==> src/rtl/fifo_uart_defs.sv <==
// fifo_uart_defs: shared definitions for the FIFO-draining UART transmitter.
//   - 3-bit state encodings and the matching enum type
//   - parity mode constants
//   - default bit period in clock cycles
package fifo_uart_defs;

  localparam logic [2:0] ST_IDLE  = 3'd0;
  localparam logic [2:0] ST_POP   = 3'd1;
  localparam logic [2:0] ST_WAIT  = 3'd2;
  localparam logic [2:0] ST_START = 3'd3;
  localparam logic [2:0] ST_DATA  = 3'd4;
  localparam logic [2:0] ST_PAR   = 3'd5;
  localparam logic [2:0] ST_STOP  = 3'd6;

  typedef enum logic [2:0] {
    IDLE  = ST_IDLE,
    POP   = ST_POP,
    WAIT  = ST_WAIT,
    START = ST_START,
    DATA  = ST_DATA,
    PAR   = ST_PAR,
    STOP  = ST_STOP
  } tx_state_t;

  localparam int PARITY_NONE = 0;
  localparam int PARITY_EVEN = 1;
  localparam int PARITY_ODD  = 2;

  localparam int DEF_CLKS_PER_BIT = 16;

endpackage

==> src/rtl/fifo_uart_tx_baud_tick.sv <==
// baud_tick: bit-period down-counter.
//   clk      in  system clock
//   rst      in  async active-low reset
//   clr      in  restart the bit period (driven on FSM state entry)
//   tick     out high in the last cycle of each bit period
//   pre_tick out high in the cycle before the last one (lets the FSM
//                register outputs that must line up with the last cycle)
module baud_tick
  import fifo_uart_defs::*;
#(
  parameter int CLKS_PER_BIT = DEF_CLKS_PER_BIT
) (
  input  logic clk,
  input  logic rst,
  input  logic clr,
  output logic tick,
  output logic pre_tick
);

  localparam int CW = (CLKS_PER_BIT > 1) ? $clog2(CLKS_PER_BIT) : 1;
  localparam logic [CW-1:0] TOP = CW'(CLKS_PER_BIT - 1);

  logic [CW-1:0] cnt_q, cnt_d;

  always_comb begin
    cnt_d = cnt_q - CW'(1);
    if (clr || cnt_q == '0) cnt_d = TOP;
  end

  always_ff @(posedge clk or negedge rst) begin
    if (!rst) cnt_q <= TOP;
    else      cnt_q <= cnt_d;
  end

  assign tick     = (cnt_q == '0);
  assign pre_tick = (cnt_q == CW'(1));

endmodule

==> src/rtl/fifo_uart_tx.sv <==
// fifo_uart_tx: drains a byte FIFO and serializes each byte, LSB first,
// as start / DATA_W data / optional parity / stop.
//   clk, rst     clock, async active-low reset
//   tx_en        allow fetching a new byte (looked at only while idle)
//   fifo_empty   FIFO empty flag
//   fifo_data    FIFO read data (valid the cycle after the pop)
//   fifo_rd_en   one-cycle pop strobe
//   tx           serial line, idle high
//   busy         not idle
//   tx_done      pulse in the final stop-bit cycle
//   bytes_sent   completed frame count, wrapping
// All outputs are flops loaded from the next-state decode, so each output
// changes on the same edge as the state it belongs to.
module fifo_uart_tx
  import fifo_uart_defs::*;
#(
  parameter int DATA_W       = 8,
  parameter int CLKS_PER_BIT = DEF_CLKS_PER_BIT,
  parameter int PARITY       = PARITY_NONE
) (
  input  logic              clk,
  input  logic              rst,
  input  logic              tx_en,
  input  logic              fifo_empty,
  input  logic [DATA_W-1:0] fifo_data,
  output logic              fifo_rd_en,
  output logic              tx,
  output logic              busy,
  output logic              tx_done,
  output logic [15:0]       bytes_sent
);

  localparam int BW = $clog2(DATA_W + 1);
  localparam logic [BW-1:0] LAST_BIT = BW'(DATA_W - 1);

  tx_state_t         state_q, state_d;
  logic [DATA_W-1:0] shift_q, shift_d;
  logic [BW-1:0]     bit_cnt_q, bit_cnt_d;
  logic              par_q, par_d;
  logic              tx_q, tx_d;
  logic              rd_q, rd_d;
  logic              busy_q, busy_d;
  logic              done_q, done_d;
  logic [15:0]       sent_q, sent_d;
  logic              clr, tick, pre_tick;

  baud_tick #(.CLKS_PER_BIT(CLKS_PER_BIT)) u_baud (
    .clk      (clk),
    .rst      (rst),
    .clr      (clr),
    .tick     (tick),
    .pre_tick (pre_tick)
  );

  always_comb begin
    state_d   = state_q;
    shift_d   = shift_q;
    bit_cnt_d = bit_cnt_q;
    par_d     = par_q;
    sent_d    = sent_q;
    done_d    = 1'b0;
    case (state_q)
      IDLE:  if (tx_en && !fifo_empty) state_d = POP;
      POP:   state_d = WAIT;
      WAIT: begin
        // Byte and its parity are captured here; later FIFO activity
        // cannot disturb the frame.
        shift_d   = fifo_data;
        bit_cnt_d = '0;
        par_d     = (^fifo_data) ^ (PARITY == PARITY_ODD);
        state_d   = START;
      end
      START: if (tick) state_d = DATA;
      DATA: if (tick) begin
        shift_d   = shift_q >> 1;
        bit_cnt_d = bit_cnt_q + BW'(1);
        if (bit_cnt_q == LAST_BIT)
          state_d = (PARITY != PARITY_NONE) ? PAR : STOP;
      end
      PAR:   if (tick) state_d = STOP;
      STOP: begin
        // Registered one cycle early so the pulse and count update land
        // in the final stop-bit cycle.
        if (pre_tick) begin
          done_d = 1'b1;
          sent_d = sent_q + 16'd1;
        end
        if (tick) state_d = IDLE;
      end
      default: state_d = IDLE;
    endcase

    clr = (state_d != state_q);

    case (state_d)
      START:   tx_d = 1'b0;
      DATA:    tx_d = shift_d[0];
      PAR:     tx_d = par_d;
      default: tx_d = 1'b1;
    endcase
    rd_d   = (state_d == POP);
    busy_d = (state_d != IDLE);
  end

  always_ff @(posedge clk or negedge rst) begin
    if (!rst) begin
      state_q   <= IDLE;
      shift_q   <= '0;
      bit_cnt_q <= '0;
      par_q     <= 1'b0;
      tx_q      <= 1'b1;
      rd_q      <= 1'b0;
      busy_q    <= 1'b0;
      done_q    <= 1'b0;
      sent_q    <= '0;
    end else begin
      state_q   <= state_d;
      shift_q   <= shift_d;
      bit_cnt_q <= bit_cnt_d;
      par_q     <= par_d;
      tx_q      <= tx_d;
      rd_q      <= rd_d;
      busy_q    <= busy_d;
      done_q    <= done_d;
      sent_q    <= sent_d;
    end
  end

  assign fifo_rd_en = rd_q;
  assign tx         = tx_q;
  assign busy       = busy_q;
  assign tx_done    = done_q;
  assign bytes_sent = sent_q;

endmodule
==> config.mk <==
export PLATFORM = sky130hd
export DESIGN_NAME = fifo_uart_tx
export DESIGN_NICKNAME = d
export VERILOG_FILES = /design/src/rtl/fifo_uart_defs.sv /design/src/rtl/fifo_uart_tx_baud_tick.sv /design/src/rtl/fifo_uart_tx.sv
export SDC_FILE = /design/constraint.sdc
export NUM_CORES = 1
export LEC_CHECK = 0
export BUFFER_PORTS_ARGS = -buffer_cell sky130_fd_sc_hd__buf_2
export CAP_MARGIN = 15
export CELL_PAD_IN_SITES_DETAIL_PLACEMENT = 1
export CELL_PAD_IN_SITES_GLOBAL_PLACEMENT = 2
export CORE_ASPECT_RATIO = 0.5
export CORE_MARGIN = 2
export CORE_UTILIZATION = 35
export CTS_BUF_LIST = sky130_fd_sc_hd__clkbuf_16
export DETAILED_ROUTE_END_ITERATION = 6
export GPL_TIMING_DRIVEN = 0
export PLACE_DENSITY = 0.8
export SLEW_MARGIN = 20
export SYNTH_ARGS = -nofsm -noshare
export SYNTH_HDL_FRONTEND = slang
export SYNTH_HIERARCHICAL = 1
export SYNTH_SLANG_ARGS = --single-unit
==> constraint.sdc <==
create_clock -name clk -period 3 [get_ports clk]
set_clock_uncertainty 0.2 [all_clocks]
set_input_delay 0 -clock clk [delete_from_list [all_inputs] [get_ports clk]]
set_output_delay 0 -clock clk [all_outputs]
set_load 0.01 [all_outputs]
==> flow_summary.json <==
{
  "status": "finished, final reports clean",
  "die_area_um2": 6390,
  "rsz0062_at_grt": "false",
  "post_drt_wl_per_cell_um": 14.8,
  "vdd_drop_max_mv": 0.219,
  "crit_required_ns": 3.01,
  "slew_headroom_pct": 38.8,
  "cp.arrival_ns": 2.69,
  "root_buffer": "clkbuf_16",
  "final_nets": 255,
  "diodes": 0,
  "slew_viol_final": 0,
  "top_usage_layer": "met2",
  "cellPowerDensity_nw_per_um2": 485,
  "instances_no_fill": 312,
  "io_buffers": 31,
  "ant_nets": 0,
  "drt_iter0_markers": 28,
  "min_period_ns": 2.68,
  "area_growth_pct": 26.1,
  "syn-instance-count": 189,
  "grt_pass1_vias": 1658,
  "use_met2_pct": 27.3,
  "cts_max_level": 2,
  "synth_area_um2": 2010,
  "critical_path_class": "reg2reg",
  "io_pins": 32,
  "clock_latency_ns": 0.28,
  "via_count": 1573,
  "clockBufferDepth": 2,
  "worstPathMaxFanout": 10,
  "setup_tns_ns": 0,
  "cts_sinks": 40,
  "post_cts_resized": 0,
  "dpl.cell_count": 293,
  "final_core_util_pct": 45.9,
  "grtUsageTotal_pct": 15.6,
  "cts_tree": "yes",
  "end_kind": "flip-flop",
  "netlist_top_cells_area": "dfrtp_1 (44%), dfstp_2 (6.6%), xnor2_1 (6.6%)",
  "fin_crit_sh_pct": 89.5,
  "use_met3_pct": 4.14,
  "start_kind": "flip-flop",
  "use_met1_pct": 19.7,
  "ys_seq_elements": 40,
  "cap_violations": 0,
  "synth_nets": 206,
  "routed_wirelength_um": 4630,
  "grt_pass1_wl_um": 7970,
  "clk_pin_slew_ns": 0.06,
  "die_x_um": 111,
  "core_um2": 5520,
  "globalplace.congestion": 0.829,
  "synth_area_per_cell_um2": 10.6,
  "dp_hpwl_um": 3140,
  "rows": 19,
  "synth_ff_type": "dfrtp_1",
  "yosysMostFrequentCell": "dfrtp_1",
  "grt_max_degree": 41,
  "numCtsBuffers": 5,
  "die_h_um": 57.5,
  "start_util_pct": 36.4,
  "hold_class": "in2reg",
  "finalHoldViolations": 0,
  "cellLeakagePower_nw": 1.19,
  "synth.distinct_cells": 48,
  "grt_overflow": 0,
  "fill_cells": 626,
  "ys_async_sr_fraction_pct": 100,
  "drt_pass1_iterations": 4,
  "tightest_slew_ns": 0.918,
  "synth_warnings": 6,
  "power_mw": 1.23,
  "drive_gt1_share_pct": 23.8,
  "setup_viol": 0,
  "via_per_inst": 5.04,
  "grt_antenna_before_repair": 0,
  "synth_edf_count": 0,
  "synth_common_cells": "dfrtp_1 (35), nand2_1 (24), xnor2_1 (15)",
  "fmax_mhz": 373,
  "drcViolationCount": 0,
  "yosysTopAreaCell": "dfrtp_1",
  "yosysTopAreaCellShare_pct": 43.7,
  "ys_seq_area_share_pct": 50.2
}
sequential cells by signal (all words and copies together), names as in the netlist, 3 cells and up:
register and cells:
bytes_sent 16, shift_q 8, bit_cnt_q 4, u_baud/cnt_q 4, state_q 3
power by group:
group,internal [mW],switching (mW)
Clock,0.391,0.214
Sequential,0.551,0.00662
Combinational,0.0325,0.0309
final cells by class:
class	instances	area, um2	share of cell area (%)
Timing Repair Buffer	42	265	10.5
Multi-Input combinational cell	133	915	36.2
Clock buffer	5	125	4.95
Buffer	8	53.8	2.13
Tap cell	73	91.3	3.61
Clock inverter	3	42.5	1.68
Sequential cell	40	1010	39.8
Inverter	8	30.0	1.19
critical path, cell delays in order, from the launching register on:
cell and delay, ns:
dfstp_2 0.38, inv_1 0.10, ha_1 0.19, inv_1 0.07, nor3_2 0.41, clkbuf_1 0.37, inv_1 0.14, nand2_1 0.09
a21oi_1 0.06, o21ai_0 0.40, o21bai_1 0.19
path summary, 6_finish.rpt:
path	startpoint	end	slack [ns]	cells after the start
max in group asynchronous	rst	bytes_sent[10]	1.83	2
setup / recovery	u_baud/cnt_q[1]	u_baud/cnt_q[3]	0.32	10
min in group asynchronous	rst	bit_cnt_q[3]	0.19	2
hold / removal	fifo_empty	state_q[0]	0.07	5
hold reg to reg	bytes_sent[15]	bytes_sent[15]	0.28	1
setup reg to reg	u_baud/cnt_q[1]	u_baud/cnt_q[3]	0.32	10
per-layer routing:
metal	vias up	share of wire [%]
met1	787	46
li1	759	-
met2	23	50
met3	4	3.2
met4	0	0.82
met5	-	0
what timing repair did:
action | 4_1_cts | 5_1_grt
setup buffers | 0 | 0
hold buffers | 11 | 0
endpoints found under the hold margin | 45 | 0
metrics by stage:
stage,cell area [um2],worst slack (ns),hold slack (ns)
after floorplan,2010,0.762,-0.496
after global placement,2250,0.452,-0.00795
after detailed placement,2250,0.341,-0.0170
after CTS,2530,0.286,0.0479
after global routing,2530,0.103,0.146
final,2530,0.316,0.0652
cell families (layout without fill, tap and decap cells):
| logic type | count (synthesis) | in the layout | synth area share [%] |
|---|---|---|---|
| XOR/XNOR | 24 | 24 | 10.5 |
| flip-flops | 40 | 40 | 50.2 |
| buffers and inverters | 16 | 66 | 4.18 |
| AND/OR/NAND/NOR | 69 | 69 | 19.4 |
| adder cells (fa/ha/maj) | 5 | 5 | 3.12 |
| multiplexers | 2 | 2 | 1.06 |
| AO/OA/AOI/OAI | 33 | 33 | 11.5 |
cell usage in the layout, fill, tap and decap left out, drive strengths merged, types with 2 or more instances in the layout:
cell type	count
or3	2
nor3b	2
dfstp	5
and4	2
dfrtp	35
nand4	4
buf	35
nor2	14
o21bai	2
xor2	9
nor3	4
inv	8
a21oi	6
nand3	8
a21o	2
nand2	24
a22oi	6
clkbuf	9
a22o	2
o21ai	6
xnor2	15
ha	5
dlygate4sd3	11
Power figures use the tool's default switching activity.
